File: config.mk
export PLATFORM = sky130hd
export DESIGN_NAME = ex_flags_stage_flat
export DESIGN_NICKNAME = d
export VERILOG_FILES = /design/src/rtl/ex_pkg.sv /design/src/rtl/ex_flags_stage_if.sv /design/src/rtl/cond_eval.sv /design/src/rtl/ex_flags_stage.sv /design/src/flat_wrapper.sv
export SDC_FILE = /design/constraint.sdc
export NUM_CORES = 1
export LEC_CHECK = 0
export CAP_MARGIN = 20
export CORE_ASPECT_RATIO = 0.7
export CORE_MARGIN = 2
export CORE_UTILIZATION = 35
export CTS_CLUSTER_SIZE = 12
export DETAILED_ROUTE_END_ITERATION = 8
export PLACE_DENSITY_LB_ADDON = 0.2
export SYNTH_ARGS = -nofsm -noshare
export SYNTH_HDL_FRONTEND = slang
export SYNTH_SLANG_ARGS = --single-unit
File: constraint.sdc
create_clock -name clk -period 1.7 [get_ports clk]
set_clock_uncertainty 0.2 [all_clocks]
set_input_delay 0.255 -clock clk [delete_from_list [all_inputs] [get_ports clk]]
set_output_delay 0.255 -clock clk [all_outputs]
set_load 0.005 [all_outputs]
File: src/rtl/ex_pkg.sv
// Shared execute-stage definitions: condition-code encoding and NZCV bit positions.
package ex_pkg;

    localparam int NZCV_N = 3;
    localparam int NZCV_Z = 2;
    localparam int NZCV_C = 1;
    localparam int NZCV_V = 0;

    typedef enum logic [3:0] {
        COND_EQ = 4'b0000,
        COND_NE = 4'b0001,
        COND_LO = 4'b0010,
        COND_HS = 4'b0011,
        COND_MI = 4'b0100,
        COND_PL = 4'b0101,
        COND_VS = 4'b0110,
        COND_VC = 4'b0111,
        COND_HI = 4'b1000,
        COND_LS = 4'b1001,
        COND_GE = 4'b1010,
        COND_LT = 4'b1011,
        COND_GT = 4'b1100,
        COND_LE = 4'b1101,
        COND_AL = 4'b1110,
        COND_NV = 4'b1111
    } cond_e;

    function automatic logic [3:0] pack_nzcv(input logic n, input logic z,
                                             input logic c, input logic v);
        return {n, z, c, v};
    endfunction

endpackage

File: src/rtl/ex_flags_stage_if.sv
// Handshake and payload bundle between the adder, the flags stage and writeback.
interface ex_flags_stage_if #(
    parameter int DATA_W = 32,
    parameter int RD_W   = 5
);
    logic              in_valid;
    logic              in_ready;
    logic [DATA_W-1:0] in_sum;
    logic              in_c;
    logic              in_v;
    logic              in_n;
    logic              in_z;
    logic              in_set_flags;
    logic              in_is_branch;
    logic [3:0]        in_cond;
    logic [RD_W-1:0]   in_rd;
    logic              in_wb_en;
    logic              out_valid;
    logic              out_ready;
    logic [DATA_W-1:0] out_result;
    logic [RD_W-1:0]   out_rd;
    logic              out_wb_en;
    logic              out_is_branch;
    logic              out_br_taken;
    logic [3:0]        nzcv;

    modport slave (
        input  in_valid, in_sum, in_c, in_v, in_n, in_z, in_set_flags,
               in_is_branch, in_cond, in_rd, in_wb_en, out_ready,
        output in_ready, out_valid, out_result, out_rd, out_wb_en,
               out_is_branch, out_br_taken, nzcv
    );

    modport master (
        output in_valid, in_sum, in_c, in_v, in_n, in_z, in_set_flags,
               in_is_branch, in_cond, in_rd, in_wb_en, out_ready,
        input  in_ready, out_valid, out_result, out_rd, out_wb_en,
               out_is_branch, out_br_taken, nzcv
    );
endinterface

File: src/rtl/cond_eval.sv
// Combinational branch-condition evaluator over an NZCV flag vector.
module cond_eval
    import ex_pkg::*;
(
    input  cond_e      cond,
    input  logic [3:0] nzcv,
    output logic       taken
);
    logic n_s, z_s, c_s, v_s;

    assign n_s = nzcv[NZCV_N];
    assign z_s = nzcv[NZCV_Z];
    assign c_s = nzcv[NZCV_C];
    assign v_s = nzcv[NZCV_V];

    // C is the borrow flag: LO means a < b unsigned.
    always_comb begin
        taken = 1'b0;
        case (cond)
            COND_EQ: taken = z_s;
            COND_NE: taken = ~z_s;
            COND_LO: taken = c_s;
            COND_HS: taken = ~c_s;
            COND_MI: taken = n_s;
            COND_PL: taken = ~n_s;
            COND_VS: taken = v_s;
            COND_VC: taken = ~v_s;
            COND_HI: taken = ~c_s & ~z_s;
            COND_LS: taken = c_s | z_s;
            COND_GE: taken = (n_s == v_s);
            COND_LT: taken = (n_s != v_s);
            COND_GT: taken = ~z_s & (n_s == v_s);
            COND_LE: taken = z_s | (n_s != v_s);
            COND_AL: taken = 1'b1;
            COND_NV: taken = 1'b0;
            default: taken = 1'b0;
        endcase
    end
endmodule

File: src/rtl/ex_flags_stage.sv
// Execute-to-writeback register stage with NZCV status and branch resolution.
// Define SKID_BUFFER_EN for a registered in_ready backed by a one-entry skid buffer.
module ex_flags_stage
    import ex_pkg::*;
#(
    parameter int DATA_W = 32,
    parameter int RD_W   = 5
) (
    input  logic             clk,
    input  logic             rst,
    ex_flags_stage_if.slave  bus
);
    localparam int PAY_W = DATA_W + RD_W + 3;

    logic [3:0]       nzcv_r;
    logic             out_valid_r;
    logic [PAY_W-1:0] out_pay_r;
    logic [PAY_W-1:0] in_pay_s;
    logic             accept_s;
    logic             xfer_s;
    logic             cond_true_s;
    logic             taken_s;
    logic             in_ready_s;

    // Evaluated against the flags before this beat's own update.
    cond_eval u_cond_eval (
        .cond  (cond_e'(bus.in_cond)),
        .nzcv  (nzcv_r),
        .taken (cond_true_s)
    );

    assign taken_s  = bus.in_is_branch & cond_true_s;
    assign in_pay_s = {bus.in_sum, bus.in_rd, bus.in_wb_en, bus.in_is_branch, taken_s};
    assign accept_s = bus.in_valid & in_ready_s;
    assign xfer_s   = out_valid_r & bus.out_ready;

    // Status register: loads only on an accepted flag-setting beat.
    always_ff @(posedge clk or posedge rst) begin
        if (rst) begin
            nzcv_r <= 4'b0000;
        end else if (accept_s && bus.in_set_flags) begin
            nzcv_r <= pack_nzcv(bus.in_n, bus.in_z, bus.in_c, bus.in_v);
        end
    end

`ifdef SKID_BUFFER_EN
    logic             skid_valid_r;
    logic [PAY_W-1:0] skid_pay_r;
    logic             in_ready_r;
    logic             out_load_s;
    logic             skid_to_out_s;
    logic             skid_load_s;
    logic             out_valid_nxt_s;
    logic             skid_valid_nxt_s;

    assign in_ready_s = in_ready_r;

    // Steering: an accept only happens with the skid entry empty.
    always_comb begin
        out_load_s       = 1'b0;
        skid_to_out_s    = 1'b0;
        skid_load_s      = 1'b0;
        out_valid_nxt_s  = out_valid_r;
        skid_valid_nxt_s = skid_valid_r;
        if (skid_valid_r) begin
            if (xfer_s) begin
                skid_to_out_s    = 1'b1;
                skid_valid_nxt_s = 1'b0;
                out_valid_nxt_s  = 1'b1;
            end else begin
                out_valid_nxt_s  = out_valid_r;
            end
        end else if (!out_valid_r || xfer_s) begin
            if (accept_s) begin
                out_load_s      = 1'b1;
                out_valid_nxt_s = 1'b1;
            end else begin
                out_valid_nxt_s = 1'b0;
            end
        end else begin
            if (accept_s) begin
                skid_load_s      = 1'b1;
                skid_valid_nxt_s = 1'b1;
            end else begin
                skid_valid_nxt_s = skid_valid_r;
            end
        end
    end

    // Output register, skid entry and registered in_ready.
    always_ff @(posedge clk or posedge rst) begin
        if (rst) begin
            out_valid_r  <= 1'b0;
            out_pay_r    <= {PAY_W{1'b0}};
            skid_valid_r <= 1'b0;
            skid_pay_r   <= {PAY_W{1'b0}};
            in_ready_r   <= 1'b0;
        end else begin
            out_valid_r  <= out_valid_nxt_s;
            skid_valid_r <= skid_valid_nxt_s;
            in_ready_r   <= ~skid_valid_nxt_s;
            if (out_load_s) begin
                out_pay_r <= in_pay_s;
            end else if (skid_to_out_s) begin
                out_pay_r <= skid_pay_r;
            end
            if (skid_load_s) begin
                skid_pay_r <= in_pay_s;
            end
        end
    end
`else
    assign in_ready_s = ~out_valid_r | bus.out_ready;

    // Single output register; a same-edge accept and transfer keeps it valid.
    always_ff @(posedge clk or posedge rst) begin
        if (rst) begin
            out_valid_r <= 1'b0;
            out_pay_r   <= {PAY_W{1'b0}};
        end else if (accept_s) begin
            out_valid_r <= 1'b1;
            out_pay_r   <= in_pay_s;
        end else if (xfer_s) begin
            out_valid_r <= 1'b0;
        end
    end
`endif

    assign bus.in_ready  = in_ready_s;
    assign bus.out_valid = out_valid_r;
    assign {bus.out_result, bus.out_rd, bus.out_wb_en,
            bus.out_is_branch, bus.out_br_taken} = out_pay_r;
    assign bus.nzcv      = nzcv_r;

endmodule

File: src/flat_wrapper.sv
// flat-port wrapper written by rule: the top's interface ports become plain ports
module ex_flags_stage_flat import ex_pkg::*;
#(
    parameter int DATA_W = 32,
    parameter int RD_W   = 5
)
  (clk, rst, bus_in_valid, bus_in_sum, bus_in_c, bus_in_v, bus_in_n, bus_in_z, bus_in_set_flags, bus_in_is_branch, bus_in_cond, bus_in_rd, bus_in_wb_en, bus_out_ready, bus_in_ready, bus_out_valid, bus_out_result, bus_out_rd, bus_out_wb_en, bus_out_is_branch, bus_out_br_taken, bus_nzcv);
  ex_flags_stage_if #(.DATA_W(DATA_W), .RD_W(RD_W)) bus_i ();
  input  logic clk;
  input  logic rst;
  input wire logic [$bits(bus_i.in_valid)-1:0] bus_in_valid;
  input wire logic [$bits(bus_i.in_sum)-1:0] bus_in_sum;
  input wire logic [$bits(bus_i.in_c)-1:0] bus_in_c;
  input wire logic [$bits(bus_i.in_v)-1:0] bus_in_v;
  input wire logic [$bits(bus_i.in_n)-1:0] bus_in_n;
  input wire logic [$bits(bus_i.in_z)-1:0] bus_in_z;
  input wire logic [$bits(bus_i.in_set_flags)-1:0] bus_in_set_flags;
  input wire logic [$bits(bus_i.in_is_branch)-1:0] bus_in_is_branch;
  input wire logic [$bits(bus_i.in_cond)-1:0] bus_in_cond;
  input wire logic [$bits(bus_i.in_rd)-1:0] bus_in_rd;
  input wire logic [$bits(bus_i.in_wb_en)-1:0] bus_in_wb_en;
  input wire logic [$bits(bus_i.out_ready)-1:0] bus_out_ready;
  output wire logic [$bits(bus_i.in_ready)-1:0] bus_in_ready;
  output wire logic [$bits(bus_i.out_valid)-1:0] bus_out_valid;
  output wire logic [$bits(bus_i.out_result)-1:0] bus_out_result;
  output wire logic [$bits(bus_i.out_rd)-1:0] bus_out_rd;
  output wire logic [$bits(bus_i.out_wb_en)-1:0] bus_out_wb_en;
  output wire logic [$bits(bus_i.out_is_branch)-1:0] bus_out_is_branch;
  output wire logic [$bits(bus_i.out_br_taken)-1:0] bus_out_br_taken;
  output wire logic [$bits(bus_i.nzcv)-1:0] bus_nzcv;
  assign bus_i.in_valid = bus_in_valid;
  assign bus_i.in_sum = bus_in_sum;
  assign bus_i.in_c = bus_in_c;
  assign bus_i.in_v = bus_in_v;
  assign bus_i.in_n = bus_in_n;
  assign bus_i.in_z = bus_in_z;
  assign bus_i.in_set_flags = bus_in_set_flags;
  assign bus_i.in_is_branch = bus_in_is_branch;
  assign bus_i.in_cond = bus_in_cond;
  assign bus_i.in_rd = bus_in_rd;
  assign bus_i.in_wb_en = bus_in_wb_en;
  assign bus_i.out_ready = bus_out_ready;
  assign bus_in_ready = bus_i.in_ready;
  assign bus_out_valid = bus_i.out_valid;
  assign bus_out_result = bus_i.out_result;
  assign bus_out_rd = bus_i.out_rd;
  assign bus_out_wb_en = bus_i.out_wb_en;
  assign bus_out_is_branch = bus_i.out_is_branch;
  assign bus_out_br_taken = bus_i.out_br_taken;
  assign bus_nzcv = bus_i.nzcv;
  ex_flags_stage #(.DATA_W(DATA_W), .RD_W(RD_W)) u_core (.clk(clk), .rst(rst), .bus(bus_i));
endmodule
# After elaboration in Yosys (flattened, before gate mapping)

Index checks and enable logic that the tools add are counted.
W data, S select, Z words.

Bits in read-only memories: 0
Latch bits: 0
Bits of input ports: 52
Register bits after elaboration: 45
Memory bits (writable): 0
Output and inout bits: 46
Memories kept: 0
Word-level logic and storage cells: 39

Shift operators: 0
Add/subtract/negate cells: 0
Reductions and logical operators: 3
Divide/modulo/power cells: 0
Equality and inequality tests: 17
Bitwise operators: 13
Multiply operators: 0
Multiplexer cells: 3
$lt $le $gt $ge: 0

Operator list:

| cell                 | count |
|---|---|
| $eq A4 B4 Y1 const B | 8 |
| $eq A4 B3 Y1 const B | 4 |
| $pmux W1 S16         | 1 |
| $eq A4 B2 Y1 const B | 2 |
| $and A1 B1 Y1        | 5 |
| $not A1 Y1           | 5 |
| $eq A4 B1 Y1 const B | 1 |
| $logic_not A4 Y1     | 1 |
| $or A1 B1 Y1         | 3 |
| $mux W1              | 2 |
| $reduce_bool A2 Y1   | 1 |
| $eq A1 B1 Y1         | 1 |
| $logic_and A1 B1 Y1  | 1 |
| $ne A1 B1 Y1         | 1 |

# Depth between registers and ports, before layout

Gate-level depths: netlist of the first run.

Depth in word-level cells: 4
Depth in mapped cells: 5
Mapped depth without buffers: 5

# By module

From an unflattened synthesis of the first run, not the netlist that was laid out.

Cell total of the unflattened synthesis: 123
Area, all modules: 1,909.3 µm²

By module, submodules not included:

| module         | cells an instance | area each (µm²) | seq. area each (µm²) | times used |
|---|---|---|---|---|
| ex_flags_stage | 100               | 1,739.2         | 1,126.1              | 1 |
| cond_eval      | 23                | 170.2           | 0.0                  | 1 |

# Worst setup path after synthesis of the first run

OpenSTA, ideal clock, no wires.

Path kind: flip-flop to flip-flop
Start: reg u_core.out_valid_r, in the netlist u_core.bus.out_valid
End: reg u_core.out_pay_r[10]
Library setup time: 125 ps
Arrival: 1,129 ps
Period minus slack after synthesis: 1,454 ps
Buffers on the path: 1
Cell stages (with the launch flop): 5
Data required time: 1,375 ps
Setup slack: 246 ps
Cell sequence: dfrtp_1 > nand2b_1 > nand2_1 > buf_2 > mux2_2

Word-level cells in the longest chain between the ends: 3

Ends and longest elaborated chain:

| element                | line                  | text |
|---|---|---|
| from (decl)            | ex_flags_stage.sv:16  | `logic out_valid_r;` |
| from (signal assigned) | ex_flags_stage.sv:118 | `out_valid_r <= 1'b0;` |
| from (signal assigned) | ex_flags_stage.sv:121 | `out_valid_r <= 1'b1;` |
| from (signal assigned) | ex_flags_stage.sv:124 | `out_valid_r <= 1'b0;` |
| $not A1 Y1             | ex_flags_stage.sv:113 | `assign in_ready_s = ~out_valid_r \| bus.out_ready;` |
| $or A1 B1 Y1           | ex_flags_stage.sv:113 |  |
| via bus_in_ready       | flat_wrapper.sv:23    | `output wire logic [$bits(bus_i.in_ready)-1:0] bus_in_ready;` |
| $and A1 B1 Y1          | ex_flags_stage.sv:34  | `assign accept_s = bus.in_valid & in_ready_s;` |
| to (signal assigned)   | ex_flags_stage.sv:119 | `out_pay_r <= {PAY_W{1'b0}};` |
| to (signal assigned)   | ex_flags_stage.sv:122 | `out_pay_r <= in_pay_s;` |
| to (decl)              | ex_flags_stage.sv:17  | `logic [PAY_W-1:0] out_pay_r;` |

The timed path passes the listed nets, and every way through them passes these cells.
A chain may end at the register's enable or synchronous reset.

# Worst setup path after layout of the first run

Start: in bus_in_cond[2]
End: reg u_core.out_pay_r[0]

Word-level cells in the longest chain between the ends: 3
Elaborated cells between the ends (all ways): 18
Classes of those cells: 15 x eq/ne; 1 x mux; 1 x bitwise; 1 x reduce/logical

Ends and longest elaborated chain:

| element                              | line                 | text |
|---|---|---|
| from (decl)                          | flat_wrapper.sv:19   | `input wire logic [$bits(bus_i.in_cond)-1:0] bus_in_cond;` |
| $eq A4 B4 Y1 (tied with other cells) | cond_eval.sv:19      | `case (cond)` |
| $pmux W1 S16 *                       | cond_eval.sv:19      |  |
| $and A1 B1 Y1 *                      | ex_flags_stage.sv:32 | `assign taken_s = bus.in_is_branch & cond_true_s;` |

Every way passes the cells marked *; elsewhere a longest branch is shown, timed or not.

==> flow_metrics.env, run 1 <==
export IMPL_status="finished, final reports clean"
export IMPL_cts_tree="yes"
export IMPL_p_leak_uw=0.00130
export IMPL_crit_path_end_kind="flip-flop"
export IMPL_antenna_found_initial=0
export IMPL_finalCriticalPeriod_ps=1680
export IMPL_p_int_uw=2380
export IMPL_drv_cap=0
export IMPL_place_inst=285
export IMPL_synth_area_leader_cell="dfrtp_1"
export IMPL_grt_max_degree=29
export IMPL_remaining_drc_errors=0
export IMPL_yosys_area_top_type_share_pct=63.5
export IMPL_crit_buf_inv=1
export IMPL_dp_slack_ps=-269
export IMPL_clk_latency_ps=290
export IMPL_max_freq_ghz=0.595
export IMPL_hold_path_class="input port to asynchronous set/reset pin"
export IMPL_cpPeakStageDelay_ps=500
export IMPL_wl_mm=4.40
export IMPL_worstPathCellList="clkdlybuf4s50_1 -> or3b_1 -> a31o_1 -> o2111ai_1 -> xor2_1 -> o21ai_1"
export IMPL_rr_worst_depth=6
export IMPL_finalHoldViolCount=0
export IMPL_nNetsFinal=281
export IMPL_grt_pass1_wl_mm=6.93
export IMPL_yosys_warnings=0
export IMPL_cts_buffer_depth=2
export IMPL_maxSlewViolCount=0
export IMPL_setup_ws_ps=18.7
export IMPL_stdcell_count=299
export IMPL_required_ps=1680
export IMPL_drt_first_iter_violations=51
export IMPL_relSlewSlack_pct=76.6
export IMPL_synth_area_mm2=0.00177
export IMPL_cts_buffers=5
export IMPL_synth_seq_cells=45
export IMPL_cp_arrival_ps=1670
export IMPL_via_count=1365
export IMPL_core_area_mm2=0.00483
export IMPL_die_h_um=63.5
export IMPL_htree_levels=2
export IMPL_placed_area_mm2=0.00290
export IMPL_cts_sinks=45
export IMPL_antennaDiodeCount=0
export IMPL_critPathMaxFanout=3
export IMPL_cts_root_buf="clkbuf_8"
export IMPL_initial_core_util_pct=36.7
export IMPL_area_delta_synth_final_pct=74.1
export IMPL_holdWs_ps=85.1
export IMPL_routedWlPerCell_um=14.7
export IMPL_switching_share_pct=22.0
export IMPL_r2r_start="u_core.bus.nzcv[2]"
export IMPL_portBuffers=97
export IMPL_clkPwrFrac_pct=30.7
export IMPL_fin_area_mm2=0.00309
export IMPL_p_per_area_mw_per_mm2=989
export IMPL_pwr_share_seq_pct=43.2
export IMPL_postSynthAreaPerCell_um2=15.4
export IMPL_postLayoutCoreUtil_pct=63.8
export IMPL_rrSetupSlack_ps=130
export IMPL_synth_area_leaders="dfrtp_1, mux2_2, buf_2, nand2_1, xor2_1"
export IMPL_cp_slowest_cell="clkdlybuf4s50_1"
export IMPL_dp_hpwl_mm=3.38
export IMPL_synth_net_count=167
export IMPL_layout_drive_gt1_share_pct=30.0
export IMPL_grt_pass1_vias=1439
export IMPL_crit_family="buffers and inverters"
export IMPL_die_x_um=89.1
export IMPL_comb_power_share_pct=26.1
export IMPL_crit_type="input port to flip-flop"
export IMPL_dieArea_mm2=0.00566
export IMPL_grt_overflow_total=0
export IMPL_clkTransAtPathRegs_ps=80
export IMPL_yosysSeqAreaShare_pct=63.5
export IMPL_track_usage_pct=16.3
export IMPL_crit_path_start_kind="input port"
export IMPL_ios=98
export IMPL_routabilityCongestion=0.802
export IMPL_reg2reg_to="u_core.out_pay_r[0]"
export IMPL_rows=21
export IMPL_ant_nets=0
export IMPL_firstDrtPassIters=4
export IMPL_p_sw_uw=671
export IMPL_setup_viol=0
export IMPL_fill_cells=379
export IMPL_period_share_pct=98.9
export IMPL_synth_cell_types=19
export IMPL_ir_drop_uv=691
export IMPL_viasPerCell=4.57
export IMPL_rsz0062_at_grt="no"
export IMPL_tightest_slew_ps=352
export IMPL_syn_inst=115
Yosys cell counts:
master / count
o21ai_0: 1
nor4_1: 1
o2111ai_1: 1
a41oi_1: 1
nand4bb_1: 1
and2b_2: 1
dfrtp_1: 45
nand3_1: 2
nand3b_1: 1
inv_1: 2
xor2_1: 2
or3b_1: 1
nand4b_1: 1
o21ai_1: 1
mux2_2: 42
nand2_1: 5
buf_2: 4
a31o_1: 1
nand2b_1: 2
flip-flops by register name, summed over array words and instances, names as in the netlist:
signal                flops
u_core.bus.nzcv           4
u_core.out_pay_r         40
u_core.bus.out_valid      1
final cells by class:
type                            count  area (µm²)  share of cell area, %
Sequential cell                    45        1130                   36.5
Timing Repair Buffer              111        1100                   35.7
Multi-Input combinational cell     64         629                   20.4
Tap cell                           69        86.3                   2.80
Clock buffer                        5        68.8                   2.23
Clock inverter                      3        65.1                   2.11
Inverter                            2        7.51                  0.243
repair_timing:
action,4_1_cts,5_1_grt
endpoints found under the setup margin,3,5
gates cloned,0,0
hold buffers,0,0
pin swaps,0,2
resized for setup,3,1
setup buffers,1,5
per-stage QoR:
| step | TNS, ps | total power, µW |
|---|---|---|
| floorplan | 0 | 1570 |
| global placement | -6380 | 2080 |
| detailed placement | -7750 | 2110 |
| CTS | 0 | 3070 |
| global route | 0 | 3230 |
| finish | 0 | 3050 |
tightest hold or removal path, cell delays in order:
cell and delay [ps]:
clkdlybuf4s50_1 410, inv_2 60, buf_4 240
cells by family (layout without fill, tap and decap cells):
group / after synthesis / in the layout / synth area share (%)
AOI/OAI and AO/OA: 5 / 5 / 2.05
xor gates and xnor gates: 2 / 2 / 0.988
buffers and inverters: 6 / 121 / 1.55
muxes: 42 / 42 / 26.7
and+or+nand+nor: 15 / 15 / 5.22
DFF: 45 / 45 / 63.5
power groups by stage:
stage	registers [µW]	clock network (µW)	logic, µW
floorplan	1350	0	226
global placement	1330	0	745
detailed placement	1350	0	762
CTS	1330	968	777
global route	1340	1030	860
finish	1320	937	797
worst max-delay path by stage:
stage	from	end	slack (ps)	depth (start not counted)
3_3_place_gp	bus_in_cond[2]	u_core.out_pay_r[0]	-190	6
2_1_floorplan	rst	u_core.bus.nzcv[0]	190	1
5_1_grt	bus_in_cond[1]	u_core.out_pay_r[0]	4	7
4_1_cts	u_core.bus.nzcv[3]	bus_nzcv[3]	3	1
6_report	bus_in_cond[2]	u_core.out_pay_r[0]	20	6
3_5_place_dp	bus_in_cond[2]	u_core.out_pay_r[0]	-270	6
placed cells by master, fill, tap and decap left out:
master,Yosys,routed
a31o_1,1,1
a41oi_1,1,1
and2b_2,1,1
buf_12,0,2
buf_4,0,12
bufinv_16,0,2
clkbuf_8,0,5
clkdlybuf4s50_1,0,95
clkinv_2,0,1
dfrtp_1,45,44
dfrtp_2,0,1
dlygate4sd2_1,0,1
dlymetal6s2s_1,0,1
inv_1,2,1
inv_2,0,1
mux2_2,42,42
nand2_1,5,4
nand2_2,0,1
nand2b_1,2,1
nand2b_4,0,1
nand3_1,2,2
nand3b_1,1,1
nand4b_1,1,1
nand4bb_1,1,1
nor4_1,1,1
o2111ai_1,1,1
o21ai_0,1,1
o21ai_1,1,1
or3b_1,1,1
xor2_1,2,2
metal layers:
layer / track usage, % / up-vias / part of all wire [%]
li1: - / 635 / -
met2: 25.0 / 61 / 48
met5: 0 / - / 0
met3: 5.90 / 12 / 9.0
met1: 20.2 / 657 / 41
met4: 7.84 / 0 / 1.8
(Power assumes the default switching activity.)
==> inputs of run 2 (changes only) <==
Settings changed: CORE_MARGIN 2 to default.
==> run 2 against run 1 <==
Compared with the run above:
- final cell count shrank 1.0%
- flip-flop and latch count is the same
- routed wire length down 5.8%
- total power decreased by 4.5%
- critical endpoint unchanged
- largest power group unchanged
==> flow_metrics.env, run 2 (same netlist as run 1, synthesis figures left out) <==
export IMPL_final_common_cell="clkdlybuf4s50_1"
export IMPL_critPathMaxFanout=3
export IMPL_track_usage_pct=17.0
export IMPL_ant_nets=0
export IMPL_p_per_area_mw_per_mm2=957
export IMPL_cp_slowest_cell="clkdlybuf4s50_1"
export IMPL_cts_buffers=5
export IMPL_die_h_um=61.5
export IMPL_required_ps=1670
export IMPL_maxSlewViolCount=0
export IMPL_nNetsFinal=278
export IMPL_tightest_slew_ps=377
export IMPL_crit_type="input port to flip-flop"
export IMPL_via_count=1327
export IMPL_ios=98
export IMPL_initial_core_util_pct=36.7
export IMPL_grt_max_degree=31
export IMPL_layout_drive_gt1_share_pct=28.6
export IMPL_rows=21
export IMPL_die_x_um=87.1
export IMPL_cts_tree="yes"
export IMPL_period_share_pct=96.3
export IMPL_finalHoldViolCount=0
export IMPL_drv_cap=0
export IMPL_clkTransAtPathRegs_ps=80
export IMPL_area_delta_synth_final_pct=71.8
export IMPL_rsz0062_at_grt="no"
export IMPL_core_area_mm2=0.00483
export IMPL_crit_family="buffers and inverters"
export IMPL_dieArea_mm2=0.00536
export IMPL_portBuffers=97
export IMPL_antennaDiodeCount=0
export IMPL_clk_latency_ps=290
export IMPL_worstPathCellList="clkdlybuf4s50_1 -> or3b_1 -> a31o_1 -> o2111ai_1 -> xor2_1 -> o21ai_1"
export IMPL_cts_root_buf="clkbuf_8"
export IMPL_setup_viol=0
export IMPL_grt_pass1_wl_mm=6.64
export IMPL_p_leak_uw=0.00128
export IMPL_hold_path_class="input port to asynchronous set/reset pin"
export IMPL_routabilityCongestion=0.839
export IMPL_wl_mm=4.14
export IMPL_status="finished, final reports clean"
export IMPL_crit_path_start_kind="input port"
export IMPL_dp_hpwl_mm=3.14
export IMPL_cpPeakStageDelay_ps=430
export IMPL_layout_common_cells="clkdlybuf4s50_1, dfrtp_1, mux2_2, buf_4, clkbuf_8"
export IMPL_grt_overflow_total=0
export IMPL_dp_slack_ps=-270
export IMPL_firstDrtPassIters=4
export IMPL_relSlewSlack_pct=74.9
export IMPL_finalCriticalPeriod_ps=1640
export IMPL_remaining_drc_errors=0
export IMPL_viasPerCell=4.48
export IMPL_routedWlPerCell_um=14.0
export IMPL_setup_ws_ps=63.4
export IMPL_largest_reg_flops=40
export IMPL_ctsHoldBuffers=0
export IMPL_crit_path_end_kind="flip-flop"
export IMPL_regMostFlops="u_core.out_pay_r"
export IMPL_max_freq_ghz=0.611
export IMPL_cts_buffer_depth=2
export IMPL_antenna_found_initial=0
export IMPL_cp_arrival_ps=1610
export IMPL_crit_buf_inv=1
export IMPL_p_total_uw=2920
export IMPL_ir_drop_uv=536
export IMPL_fill_cells=368
export IMPL_postLayoutCoreUtil_pct=63.0
export IMPL_htree_levels=2
export IMPL_grt_pass1_vias=1417
export IMPL_drt_first_iter_violations=30
export IMPL_cts_sinks=45
## run 2: cell types whose count changed in the layout (fill, tap and decap cells not counted), sizes merged
cell	previous run	this run
buf	14	11
bufinv	2	1
clkbuf	5	6
clkdlybuf4s50	95	94
clkinv	1	0
clkinvlp	0	1
dlymetal6s2s	1	2
## run 2: per-layer routing
| layer | up-vias | wire, µm | track usage (%) |
|---|---|---|---|
| met4 | 0 | 55 | 6.90 |
| met2 | 59 | 1910 | 28.2 |
| met5 | - | 0 | 0 |
| met1 | 637 | 1770 | 20.3 |
| li1 | 625 | - | - |
| met3 | 6 | 407 | 6.84 |
## run 2: power by group
part	switching [µW]	leakage, µW	internal (µW)
sequential	84.0	0.000527	1230
combinational	230	0.000692	553
clock	340	0.0000574	478
## run 2: metrics by stage
step	setup TNS (ps)	cell area, µm²	std cells	hold slack [ps]
final	0	3050	296	88.6
after global routing	0	3050	296	92.8
after CTS	0	3040	296	89.8
after detailed placement	-6810	2900	285	275
after global placement	-5990	2900	285	265
after floorplan	0	1770	115	163
## run 2: worst paths after layout
check / start / to / slack (ps) / depth (start not counted)
max in group asynchronous: rst / u_core.bus.nzcv[0] / 840 / 3
hold / removal: rst / u_core.out_pay_r[3] / 90 / 3
hold reg to reg: u_core.out_pay_r[1] / u_core.out_pay_r[1] / 290 / 2
setup / recovery: bus_in_cond[1] / u_core.out_pay_r[0] / 60 / 6
setup reg to reg: u_core.bus.nzcv[2] / u_core.out_pay_r[0] / 120 / 6
min in group clk: u_core.out_pay_r[1] / u_core.out_pay_r[1] / 290 / 2
## run 2: tightest hold or removal path: stages
cell             delay [ps]
clkdlybuf4s50_1         410
inv_2                    60
buf_4                   220
## run 2: layout make-up
type	instances	area [µm²]	area share (%)
Tap cell	69	86.3	2.83
Multi-Input combinational cell	64	622	20.4
Sequential cell	45	1130	37.0
Timing Repair Buffer	108	1080	35.5
Clock buffer	6	82.6	2.71
Clock inverter	2	37.5	1.23
Inverter	2	7.51	0.247
## run 2: repair_timing
| item | CTS | global route |
|---|---|---|
| gates resized for setup | 2 | 2 |
| setup buffers | 3 | 0 |
| pin swaps | 0 | 3 |
| setup endpoints to repair | 4 | 2 |
